**src/rtl/riscv_pkg.sv**
```systemverilog
// Shared core definitions: datapath widths, ALU op codes, forward selects,
// and the ID/EX pipeline payload.
package riscv_pkg;

  localparam int unsigned XLEN  = 32;
  localparam int unsigned RADDR = 5;
  localparam int unsigned ALUW  = 4;
  localparam int unsigned FWDW  = 2;

  localparam logic [ALUW-1:0] ALU_AND = 4'b0000;
  localparam logic [ALUW-1:0] ALU_OR  = 4'b0001;
  localparam logic [ALUW-1:0] ALU_ADD = 4'b0010;
  localparam logic [ALUW-1:0] ALU_MUL = 4'b0011;
  localparam logic [ALUW-1:0] ALU_SLL = 4'b0100;
  localparam logic [ALUW-1:0] ALU_SRL = 4'b0101;
  localparam logic [ALUW-1:0] ALU_SUB = 4'b0110;
  localparam logic [ALUW-1:0] ALU_XOR = 4'b0111;

  localparam logic [FWDW-1:0] FWD_REG   = 2'b00;
  localparam logic [FWDW-1:0] FWD_MEMWB = 2'b01;
  localparam logic [FWDW-1:0] FWD_EXMEM = 2'b10;

  // Contents of the ID/EX register; all-zero is a bubble.
  typedef struct packed {
    logic             valid;
    logic [XLEN-1:0]  pc;
    logic [XLEN-1:0]  rs1_data;
    logic [XLEN-1:0]  rs2_data;
    logic [XLEN-1:0]  imm;
    logic [RADDR-1:0] rs1;
    logic [RADDR-1:0] rs2;
    logic [RADDR-1:0] rd;
    logic [ALUW-1:0]  alu_control;
    logic             alu_src;
    logic             reg_write;
    logic             mem_read;
    logic             mem_write;
    logic             branch;
  } id_ex_t;

  // True when a writing stage targets a non-zero register equal to rs.
  function automatic logic fwd_hit(input logic we,
                                   input logic [RADDR-1:0] rd,
                                   input logic [RADDR-1:0] rs);
    return we && (rd != '0) && (rd == rs);
  endfunction

endpackage

```
**src/rtl/forward_unit.sv**
```systemverilog
// Operand forwarding selects for the EX stage; EX/MEM beats MEM/WB, x0 never forwards.
module forward_unit
  import riscv_pkg::*;
(
  input  logic [RADDR-1:0] rs1,
  input  logic [RADDR-1:0] rs2,
  input  logic             exmem_reg_write,
  input  logic [RADDR-1:0] exmem_rd,
  input  logic             memwb_reg_write,
  input  logic [RADDR-1:0] memwb_rd,
  output logic [FWDW-1:0]  fwd_a_sel,
  output logic [FWDW-1:0]  fwd_b_sel
);

  // Priority select per source operand.
  always_comb begin
    fwd_a_sel = FWD_REG;
    fwd_b_sel = FWD_REG;
    if (fwd_hit(exmem_reg_write, exmem_rd, rs1))      fwd_a_sel = FWD_EXMEM;
    else if (fwd_hit(memwb_reg_write, memwb_rd, rs1)) fwd_a_sel = FWD_MEMWB;
    if (fwd_hit(exmem_reg_write, exmem_rd, rs2))      fwd_b_sel = FWD_EXMEM;
    else if (fwd_hit(memwb_reg_write, memwb_rd, rs2)) fwd_b_sel = FWD_MEMWB;
  end

endmodule

```
**src/rtl/id_ex_stage.sv**
```systemverilog
// ID/EX pipeline register with EX-side forwarding and load-use bubble insertion.
module id_ex_stage
  import riscv_pkg::*;
(
  input  logic             clk,
  input  logic             reset,
  input  logic             stall,
  input  logic             flush,
  input  logic             id_valid,
  input  logic [XLEN-1:0]  id_pc,
  input  logic [XLEN-1:0]  id_rs1_data,
  input  logic [XLEN-1:0]  id_rs2_data,
  input  logic [XLEN-1:0]  id_imm,
  input  logic [RADDR-1:0] id_rs1,
  input  logic [RADDR-1:0] id_rs2,
  input  logic [RADDR-1:0] id_rd,
  input  logic [ALUW-1:0]  id_alu_control,
  input  logic             id_alu_src,
  input  logic             id_reg_write,
  input  logic             id_mem_read,
  input  logic             id_mem_write,
  input  logic             id_branch,
  input  logic             exmem_reg_write,
  input  logic [RADDR-1:0] exmem_rd,
  input  logic [XLEN-1:0]  exmem_result,
  input  logic             memwb_reg_write,
  input  logic [RADDR-1:0] memwb_rd,
  input  logic [XLEN-1:0]  memwb_result,
  output logic             ex_valid,
  output logic [XLEN-1:0]  alu_a,
  output logic [XLEN-1:0]  alu_b,
  output logic [ALUW-1:0]  alu_control,
  output logic [XLEN-1:0]  ex_store_data,
  output logic [XLEN-1:0]  ex_pc,
  output logic [RADDR-1:0] ex_rd,
  output logic             ex_reg_write,
  output logic             ex_mem_read,
  output logic             ex_mem_write,
  output logic             ex_branch,
  output logic             load_use_hazard
);

  id_ex_t          ex_q, ex_d;
  logic [FWDW-1:0] fwd_a_sel, fwd_b_sel;
  logic [XLEN-1:0] rs1_fwd, rs2_fwd;

  assign load_use_hazard = ex_q.valid & ex_q.mem_read & (ex_q.rd != '0) & id_valid &
                           ((ex_q.rd == id_rs1) | (ex_q.rd == id_rs2));

  // Next-state: flush > stall > load-use bubble > capture decode.
  always_comb begin
    ex_d             = '0;
    ex_d.valid       = id_valid;
    ex_d.pc          = id_pc;
    ex_d.rs1_data    = id_rs1_data;
    ex_d.rs2_data    = id_rs2_data;
    ex_d.imm         = id_imm;
    ex_d.rs1         = id_rs1;
    ex_d.rs2         = id_rs2;
    ex_d.rd          = id_rd;
    ex_d.alu_control = id_alu_control;
    ex_d.alu_src     = id_alu_src;
    ex_d.reg_write   = id_reg_write & id_valid;
    ex_d.mem_read    = id_mem_read  & id_valid;
    ex_d.mem_write   = id_mem_write & id_valid;
    ex_d.branch      = id_branch    & id_valid;
    if (flush)                ex_d = '0;
    else if (stall)           ex_d = ex_q;
    else if (load_use_hazard) ex_d = '0;
  end

  // Stage register with synchronous reset.
  always_ff @(posedge clk) begin
    if (reset) ex_q <= '0;
    else       ex_q <= ex_d;
  end

  forward_unit u_forward_unit (
    .rs1             (ex_q.rs1),
    .rs2             (ex_q.rs2),
    .exmem_reg_write (exmem_reg_write),
    .exmem_rd        (exmem_rd),
    .memwb_reg_write (memwb_reg_write),
    .memwb_rd        (memwb_rd),
    .fwd_a_sel       (fwd_a_sel),
    .fwd_b_sel       (fwd_b_sel)
  );

  // Operand muxes driven by the forward selects.
  always_comb begin
    rs1_fwd = ex_q.rs1_data;
    rs2_fwd = ex_q.rs2_data;
    case (fwd_a_sel)
      FWD_EXMEM: rs1_fwd = exmem_result;
      FWD_MEMWB: rs1_fwd = memwb_result;
      default:   rs1_fwd = ex_q.rs1_data;
    endcase
    case (fwd_b_sel)
      FWD_EXMEM: rs2_fwd = exmem_result;
      FWD_MEMWB: rs2_fwd = memwb_result;
      default:   rs2_fwd = ex_q.rs2_data;
    endcase
  end

  assign alu_a         = rs1_fwd;
  assign alu_b         = ex_q.alu_src ? ex_q.imm : rs2_fwd;
  assign ex_store_data = rs2_fwd;
  assign ex_valid      = ex_q.valid;
  assign alu_control   = ex_q.alu_control;
  assign ex_pc         = ex_q.pc;
  assign ex_rd         = ex_q.rd;
  assign ex_reg_write  = ex_q.valid & ex_q.reg_write;
  assign ex_mem_read   = ex_q.valid & ex_q.mem_read;
  assign ex_mem_write  = ex_q.valid & ex_q.mem_write;
  assign ex_branch     = ex_q.valid & ex_q.branch;

endmodule

```
**config.mk**
```make
export PLATFORM = sky130hd
export DESIGN_NAME = id_ex_stage
export DESIGN_NICKNAME = d
export VERILOG_FILES = /design/src/rtl/riscv_pkg.sv /design/src/rtl/forward_unit.sv /design/src/rtl/id_ex_stage.sv
export SDC_FILE = /design/constraint.sdc
export NUM_CORES = 1
export LEC_CHECK = 0
export BUFFER_PORTS_ARGS = -buffer_cell sky130_fd_sc_hd__buf_2
export CAP_MARGIN = 0
export CORE_MARGIN = 5
export CORE_UTILIZATION = 26
export DETAILED_ROUTE_END_ITERATION = 10
export GPL_TIMING_DRIVEN = 0
export SLEW_MARGIN = 20
export SYNTH_ARGS = -nofsm -noshare
export SYNTH_HDL_FRONTEND = slang
export SYNTH_SLANG_ARGS = --single-unit
```
**constraint.sdc**
```tcl
create_clock -name clk -period 2.9 [get_ports clk]
set_input_delay 0.58 -clock clk [delete_from_list [all_inputs] [get_ports clk]]
set_output_delay 0.58 -clock clk [all_outputs]
set_load 0.02 [all_outputs]
```
==> results of run 1 <==
[timing repair]
| action | CTS | global route |
|---|---|---|
| setup buffers | 15 | 3 |
| gates cloned | 3 | 3 |
| resized for setup | 204 | 125 |
| setup endpoints to repair | 176 | 96 |
| pin swaps | 26 | 37 |
[worst max-delay path by stage]
stage,startpoint,cells after the start,slack [ps],endpoint
final,memwb_rd[2],9,-220,alu_b[20]
after global routing,memwb_rd[2],9,-210,alu_b[24]
after CTS,memwb_rd[2],9,-160,alu_b[30]
after detailed placement,exmem_rd[0],9,-1210,ex_store_data[28]
after global placement,memwb_rd[4],8,-1860,ex_store_data[4]
after floorplan,exmem_rd[0],6,-60,ex_store_data[21]
[cell usage in the layout (no fill, tap or decap), types with 21 or more instances in the layout]
master and n:
mux2i_4 26, buf_4 124, a21oi_2 28, clkbuf_1 29
buf_2 294, clkbuf_16 21, a22o_1 149, inv_1 32
o21ai_1 24, mux2i_1 31, dfxtp_1 149, nor2_1 32
nand2_1 34, buf_6 26, nor3_1 31, a221oi_2 31
[state kept, by name, summed over array words and instances (netlist names)]
name / flops
ex_q: 111
ex_pc: 32
ex_rd: 5
alu_control: 4
ex_valid: 1
[power groups by stage]
| stage | combinational [mW] | sequential, mW | clock [mW] |
|---|---|---|---|
| after floorplan | 0.435 | 2.25 | 0 |
| after global placement | 0.816 | 2.26 | 0 |
| after detailed placement | 0.823 | 2.26 | 0 |
| after CTS | 0.918 | 2.22 | 2.45 |
| after global routing | 1.04 | 2.23 | 2.53 |
| final | 0.977 | 2.23 | 2.40 |
[cell type report]
type / count / area, um2 / area share
antenna: 2 / 5.00 / 0.000424
buffer: 106 / 777 / 0.0659
clock buffer: 19 / 453 / 0.0384
clock inverter: 12 / 164 / 0.0139
inverter: 32 / 120 / 0.0102
multi-input combinational: 467 / 4250 / 0.361
sequential: 153 / 3070 / 0.261
tap: 378 / 473 / 0.0401
timing repair buffer: 399 / 2470 / 0.210
[routing by layer]
metal | share of wire | vias up
met4 | 0.020 | 2
li1 | - | 3622
met3 | 0.051 | 45
met2 | 0.49 | 290
met5 | 0.00038 | -
met1 | 0.44 | 3747
[worst register-to-register path: cells and delay by family, from the launching register on]
| family | cells | cell delay (ps) |
|---|---|---|
| buf+inv | 3 | 840 |
| compound gates | 3 | 740 |
| simple gates | 1 | 560 |
| flops | 1 | 370 |
[kinds of logic (layout without fill, tap and decap cells)]
kind of cell	after synthesis	after routing	synth area share
multiplexers	64	64	0.0890
AND/OR/NAND/NOR	118	118	0.0735
other	0	2	0
AO/OA/AOI/OAI	255	255	0.279
buffers and inverters	139	568	0.0963
XOR/XNOR	30	30	0.0365
flip-flops	153	153	0.426
==> results.yml, run 1 <==
status:
  status: "complete, but fails checks"
  violations: "setup timing"
timing:
  maxSlewViolCount: 0
  setup_slack_ps: -217
  setup_viol: 75
  slew_headroom: 0.462
  skew_ps: 14.2
  tightest_slew_ps: 807
  rsz0062_at_grt: "true"
  hold_viol: 0
  clock.fmax_ghz: 0.321
  fin_crit_sh: 1.07
  period_needed_ps: 3120
  fin_tns_setup_ps: -6130
  hold-worst-slack_ps: 367
finish:
  final_core_utilization: 0.428
  fin_nets: 1409
  fillers: 2756
  area_delta_synth_final_pct: 63.9
  final_cell_area_um2: 11800
  drive_gt1_frac: 0.525
  instances_no_fill: 1568
global_routing:
  grt_pass1_vias: 7967
  busiest_layer: "met2"
  grt_max_degree: 17
  grt_pass1_wl_um: 48700
  grtUsageMet3: 0.0381
  met2_usage: 0.348
  grt_usage: 0.206
  grt.met1_usage: 0.271
  overflow: 0
  grt_antenna_before_repair: 3
worst_setup_path:
  cp_slowest_cell: "or4_4"
  setup.worst_path.start_class: "input pin"
  cp_max_fo: 6
  r2r_cells: 7
  endpoint_kind: "output pin"
  path_cells: "buf_8, or4_4, o21ai_4, nor4_4, buf_6, clkbuf_16, mux2i_4, a221oi_2, buf_4"
  cp.required_ps: 2320
  crit_type: "in -> out"
  reg2reg_to: "ex_q[93]"
  critical_path_arrival_ps: 2540
  crit_path_max_incr_delay_ps: 540
  critPathBufInv: 4
  path_delay_family: "buffers and inverters"
  rr_startpoint: "ex_rd[0]"
  rrSetupSlack_ps: 320
synthesis:
  synth_cells: 759
  synth_ff_type: "dfxtp_1"
  synthArstFlopShare: 0
  seq_area_frac_synth: 0.426
  yosysTopAreaCell: "dfxtp_1"
  syn_nets: 992
  yosys_warnings: 0
  synthTopCellsByCount: "153 x dfxtp_1, 149 x a22o_1, 64 x mux2i_1"
  synth_area_per_cell_um2: 9.48
  ys_types: 27
  synth_area_leaders: "dfxtp_1 43%, a22o_1 18%, mux2i_1 8.9%, buf_4 4.3%, a221oi_1 3.9%"
  yosysMostFrequentCell: "dfxtp_1"
  synth-edff-count: 0
  synth_top_area_share: 0.426
  syn-cell-area_um2: 7200
  ys_seq_elements: 153
die:
  fp-row-count: 61
  die_x_um: 176
  die_area_um2: 31100
  coreArea_um2: 27600
  die_y_um: 176
  start_util: 0.261
  pin_count: 376
placed_design:
  place_area_um2: 9800
  gp_congestion: 0.827
  dp_cells: 1513
  place_ws_ps: -1210
  io_buffer_count: 375
  dp_hpwl_um: 25700
hold_path:
  hp-class: "in -> reg"
  hp-start: "id_rs1_data[18]"
  hold_depth: 2
  hold_end: "ex_q[106]"
drt:
  route.detailed.drc: 0
  vias: 7706
  viasPerCell: 4.91
  wirelength_um: 34100
  wl_per_cell_um: 21.8
  drt-initial-drc-count: 341
  first_pass_iters: 5
  ant_nets: 0
pwr:
  powerDensity_nw_per_um2: 475
  power.leakage_nw: 5.10
  pwr-share-seq: 0.397
  swShare: 0.278
  vdd_drop_max_v: 0.000285
  p_clk_frac: 0.428
  p_int_mw: 4.04
  p_switching_mw: 1.56
  finalPower_mw: 5.60
  combPwrFrac: 0.175
clock_network:
  cts_buffer_depth: 2
  worst_skew_pair.late_latency_ps: 420
  ctsRootBufferMaster: "clkbuf_16"
  htreeDepth: 4
  numCtsBuffers: 17
  clk_pin_slew_ps: 70
  clock_sinks: 153
  cts_tree: "yes"
  cts_hold_buf: 0
run:
  drv_cap: 0
(Power assumes the default switching activity.)
==> run 2, diff against run 1 <==
--- a/config.mk
+++ b/config.mk
@@ -5,6 +5,7 @@
 export SDC_FILE = /design/constraint.sdc
 export NUM_CORES = 1
 export LEC_CHECK = 0
+export ABC_AREA = 1
 export BUFFER_PORTS_ARGS = -buffer_cell sky130_fd_sc_hd__buf_2
 export CAP_MARGIN = 0
 export CORE_MARGIN = 5
==> run 2 against run 1 <==
Non-clock buffer count grew 21. Synthesized cell count increased by 62%. Via count is 34% higher. Die area increased by 13%. Total power down 2.8%. Highest routed layer unchanged. Maximum frequency is 11% higher. Clock-buffer cell count decreased by 1. The run now ends clean. Cell count increased by 31%.
==> results.yml, run 2 <==
timing:
  skew_ps: 13.3
  period_needed_ps: 2810
  fin_tns_setup_ps: 0
  hold_viol: 0
  maxSlewViolCount: 0
  rsz0062_at_grt: "true"
  setup_viol: 0
  slew_headroom: 0.408
  tightest_slew_ps: 888
  hold-worst-slack_ps: 397
  clock.fmax_ghz: 0.356
  setup_slack_ps: 89.8
  fin_crit_sh: 0.969
clock_network:
  worst_skew_pair.late_latency_ps: 420
  numCtsBuffers: 17
  htreeDepth: 4
  cts_tree: "yes"
  clock_sinks: 153
  ctsRootBufferMaster: "clkbuf_16"
  clk_pin_slew_ps: 80
  cts_buffer_depth: 2
drt:
  drt-initial-drc-count: 671
  route.detailed.drc: 0
  viasPerCell: 5.01
  wirelength_um: 43000
  first_pass_iters: 6
  vias: 10300
  wl_per_cell_um: 20.9
  ant_nets: 0
synthesis:
  synth_area_leaders: "dfxtp_1 37%, nand2_1 16%, nand3_1 14%, a21oi_1 9.4%, o21ai_0 7.0%"
  syn_nets: 1461
  seq_area_frac_synth: 0.374
  synthTopCellsByCount: "348 x nand2_1, 236 x nand3_1, 153 x a21oi_1, 153 x dfxtp_1, 115 x o21ai_0"
  ys_seq_elements: 153
  synth-edff-count: 0
  synth_ff_type: "dfxtp_1"
  yosysTopAreaCell: "dfxtp_1"
  yosys_warnings: 0
  synth_top_area_share: 0.374
  synthArstFlopShare: 0
  synth_cells: 1228
  synth_area_per_cell_um2: 6.66
  syn-cell-area_um2: 8180
  ys_types: 25
  yosysMostFrequentCell: "nand2_1"
worst_setup_path:
  cp_slowest_cell: "dfxtp_2"
  setup.worst_path.start_class: "flop"
  crit_path_max_incr_delay_ps: 350
  critPathBufInv: 2
  cp_max_fo: 10
  path_delay_family: "simple AND/OR/NAND/NOR gates"
  path_cells: "xnor2_1, nor2b_1, nand3_2, buf_2, nand3_1, nand3_1, nand2_1, nand2_1, buf_2"
  critical_path_arrival_ps: 2230
  crit_type: "reg -> out"
  endpoint_kind: "output pin"
  cp.required_ps: 2320
global_routing:
  grt_antenna_before_repair: 15
  grt_usage: 0.233
  overflow: 0
  grt_pass1_wl_um: 63000
  grt_pass1_vias: 10300
  grt_max_degree: 17
die:
  pin_count: 376
  die_y_um: 187
  die_x_um: 187
  start_util: 0.261
  coreArea_um2: 31300
  die_area_um2: 35100
  fp-row-count: 65
hold_path:
  hp-class: "in -> reg"
finish:
  top_register: "ex_q"
  fin_nets: 1863
  mostFrequentLayoutCells: "389 x buf_2, 347 x nand2_1, 222 x nand3_1, 153 x a21oi_1, 148 x dfxtp_1"
  largest_reg_flops: 111
  drive_gt1_frac: 0.326
  area_delta_synth_final_pct: 39.9
  final_common_cell: "buf_2"
  fillers: 3480
pwr:
  vdd_drop_max_v: 0.000322
  finalPower_mw: 5.44
  power.leakage_nw: 5.94
  powerDensity_nw_per_um2: 476
run:
  drv_cap: 0
status:
  status: "completed"
placed_design:
  io_buffer_count: 375
  dp_hpwl_um: 34500
  gp_congestion: 0.915
  place_ws_ps: -129
[run 2: cell families (layout without fill, tap and decap cells)]
logic type             count (synthesis)  in the layout  synth area share
XOR/XNOR                              26             26            0.0278
buffers and inverters                170            585             0.111
AO/OA/AOI/OAI                        268            268             0.164
other                                  0              8                 0
AND/OR/NAND/NOR                      611            611             0.323
flip-flops                           153            153             0.374
[run 2: worst min-delay path, stage by stage]
cell and delay, ps:
buf_2 100, nand2_1 50, a21oi_1 50
[run 2: power breakdown]
group | internal (mW) | switching [mW] | total [mW]
registers | 2.18 | 0.0557 | 2.24
logic | 0.370 | 0.638 | 1.01
clock network | 1.14 | 1.06 | 2.20
[run 2: final timing paths]
check	startpoint	end	slack (ps)	depth (start not counted)
min reg2reg	ex_pc[8]	ex_pc[8]	470	2
max reg2reg	ex_rd[4]	ex_q[81]	1110	9
min	id_imm[25]	ex_q[49]	400	3
max	ex_q[18]	alu_b[24]	90	9
[run 2: what timing repair did]
| item | CTS | global route |
|---|---|---|
| setup endpoints to repair | 90 | 81 |
| endpoints found under the hold margin | 0 | 0 |
| hold buffers | 0 | 0 |
| cloned | 0 | 1 |
| setup buffers | 7 | 2 |
| pin swaps | 5 | 5 |
| gates resized for setup | 20 | 40 |
[run 2: layout make-up]
| type | count | area (um2) | share of cell area |
|---|---|---|---|
| well taps | 402 | 503 | 0.0439 |
| diodes | 8 | 20.0 | 0.00175 |
| inverters | 27 | 101 | 0.00885 |
| clock buffers | 18 | 429 | 0.0375 |
| flip-flops and latches | 153 | 3080 | 0.269 |
| plain buffers | 141 | 857 | 0.0749 |
| multi-input cells | 905 | 4330 | 0.378 |
| repair buffers | 385 | 2000 | 0.175 |
| clock inverters | 14 | 126 | 0.0110 |
[run 2: per-layer routing]
| layer | up-vias | global-route usage | routed length [um] | part of all wire |
|---|---|---|---|---|
| li1 | 4885 | - | - | - |
| met1 | 4847 | 0.289 | 17600 | 0.41 |
| met2 | 468 | 0.393 | 20100 | 0.47 |
| met3 | 75 | 0.0722 | 4030 | 0.094 |
| met4 | 18 | 0.0649 | 1070 | 0.025 |
| met5 | - | 0 | 116 | 0.0027 |
[run 2: stage by stage]
stage,utilization,std cells,cell area [um2]
after global placement,0.337,2005,10600
after floorplan,-,1228,8180
after global routing,0.365,2051,11400
final,0.366,2053,11400
after CTS,0.359,2044,11300
after detailed placement,0.337,2005,10600
==> run 3, diff against run 2 <==
--- a/config.mk
+++ b/config.mk
@@ -7,9 +7,9 @@
 export LEC_CHECK = 0
 export ABC_AREA = 1
 export BUFFER_PORTS_ARGS = -buffer_cell sky130_fd_sc_hd__buf_2
-export CAP_MARGIN = 0
 export CORE_MARGIN = 5
 export CORE_UTILIZATION = 26
+export CTS_BUF_LIST = sky130_fd_sc_hd__clkbuf_4
 export DETAILED_ROUTE_END_ITERATION = 10
 export GPL_TIMING_DRIVEN = 0
 export SLEW_MARGIN = 20
==> run 3 against run 2 <==
The flow now finishes with violations (setup timing). Design area rose by 11%. Via count rose by 2.7%. Sequential power barely moved. Combinational power rose by 16%. Non-clock buffer count rose by 22.
==> results.yml, run 3 (synthesis results as in run 2) <==
timing:
  slew_headroom: 0.388
  clock.fmax_ghz: 0.341
  hold-worst-slack_ps: 240
  fin_crit_sh: 1.01
  setup_viol: 12
  maxSlewViolCount: 0
  skew_ps: 24.7
  setup_slack_ps: -32.8
  period_needed_ps: 2930
  tightest_slew_ps: 918
  hold_viol: 0
  rsz0062_at_grt: "true"
pwr:
  swShare: 0.360
  vdd_drop_max_v: 0.000235
  finalPower_mw: 4.76
  p_clk_frac: 0.283
  p_switching_mw: 1.71
  powerDensity_nw_per_um2: 374
  power.leakage_nw: 6.44
  pwr-share-seq: 0.471
  combPwrFrac: 0.245
  p_int_mw: 3.05
drt:
  wirelength_um: 44800
  route.detailed.drc: 0
  first_pass_iters: 5
  ant_nets: 0
  vias: 10600
  wl_per_cell_um: 21.5
  drt-initial-drc-count: 808
  viasPerCell: 5.09
worst_setup_path:
  critical_path_arrival_ps: 2350
  crit_path_max_incr_delay_ps: 400
  setup.worst_path.start_class: "flop"
  cp.required_ps: 2320
  cp_slowest_cell: "dfxtp_4"
  path_cells: "xor2_1, nor2_4, buf_12, nand3_4, buf_4, nand3_1, nand3_2, nand2_1, nand2_1, buf_4"
  crit_type: "reg -> out"
  endpoint_kind: "output pin"
  cp_max_fo: 10
finish:
  drive_gt1_frac: 0.416
  top_register: "ex_q"
  instances_no_fill: 2078
  largest_reg_flops: 111
  mostFrequentLayoutCells: "325 x buf_2, 310 x nand2_1, 153 x a21oi_1, 146 x nand3_1, 140 x dfxtp_1"
  fin_nets: 1886
  fillers: 3333
  area_delta_synth_final_pct: 55.8
  final_core_utilization: 0.407
  final_common_cell: "buf_2"
run:
  drv_cap: 0
die:
  die_area_um2: 35100
  coreArea_um2: 31300
  die_y_um: 187
  die_x_um: 187
  start_util: 0.261
  pin_count: 376
  fp-row-count: 65
global_routing:
  grt_max_degree: 17
  grt_pass1_wl_um: 63900
  overflow: 0
  grt_antenna_before_repair: 17
  grt_pass1_vias: 10400
  grt_usage: 0.237
clock_network:
  clock_sinks: 153
  cts_hold_buf: 0
  worst_skew_pair.late_latency_ps: 550
  clk_pin_slew_ps: 170
  numCtsBuffers: 17
  htreeDepth: 4
  ctsRootBufferMaster: "clkbuf_4"
  cts_buffer_depth: 2
  cts_tree: "yes"
status:
  status: "complete, but fails checks"
  violations: "setup timing"
hold_path:
  hp-class: "in -> reg"
placed_design:
  dp_hpwl_um: 34500
  io_buffer_count: 375
  gp_congestion: 0.915
  dp_cells: 2005
-- run 3: changes by cell type in the layout (fill, tap and decap cells not counted), moves of 11 or more --
| cell | delta |
|---|---|
| buf_2 | -64 |
| buf_4 | +18 |
| buf_6 | +53 |
| clkbuf_4 | +11 |
| nand2_1 | -37 |
| nand2_2 | +27 |
| nand3_1 | -76 |
| nand3_2 | +59 |
| nand3_4 | +18 |
-- run 3: power by group through the flow --
stage	clock, mW	combinational [mW]	sequential (mW)
after floorplan	0	0.513	2.27
after global placement	0	0.975	2.28
after detailed placement	0	0.982	2.28
after CTS	1.40	1.06	2.24
after global routing	1.48	1.26	2.26
final	1.35	1.17	2.24
-- run 3: routing by layer --
| layer | global-route usage | share of wire |
|---|---|---|
| met1 | 0.296 | 0.40 |
| met2 | 0.397 | 0.47 |
| met3 | 0.0683 | 0.095 |
| met4 | 0.0700 | 0.026 |
| met5 | 0 | 0.0023 |
-- run 3: layout make-up --
class,count,area [um2],area share
Buffer,141,1000,0.0788
Antenna cell,10,25.0,0.00196
Clock buffer,18,135,0.0106
Timing Repair Buffer,407,2690,0.211
Inverter,27,114,0.00893
Clock inverter,14,126,0.00991
Multi-Input combinational cell,906,5050,0.396
Tap cell,402,503,0.0395
Sequential cell,153,3100,0.243
-- run 3: repair_timing --
| action | CTS | global route |
|---|---|---|
| buffers inserted | 12 | 8 |
| cloned | 3 | 10 |
| pin swaps | 17 | 40 |
| gates resized for setup | 172 | 228 |
| endpoints found under the setup margin | 96 | 94 |
-- run 3: critical path: cells and delay by family (launching register included) --
kind | cells | cell delay [ps]
DFF | 1 | 400
buffers and inverters | 3 | 510
xor gates and xnor gates | 1 | 180
and+or+nand+nor | 6 | 690
-- run 3: final timing paths --
path,cells past startpoint,slack (ps),to,start
max,10,-30,alu_b[23],ex_q[18]
min,3,240,ex_rd[1],id_rd[1]
max reg2reg,9,1100,ex_q[119],ex_rd[3]
min reg2reg,2,480,ex_pc[8],ex_pc[8]
-- run 3: metrics by stage --
| stage | instance area (um2) | setup slack, ps | TNS, ps |
|---|---|---|---|
| after CTS | 11600 | -60.8 | -458 |
| after global placement | 10600 | -97.9 | -1780 |
| after global routing | 12700 | -157 | -7750 |
| after detailed placement | 10600 | -129 | -1620 |
| final | 12700 | -32.8 | -164 |
| after floorplan | 8180 | 532 | 0 |
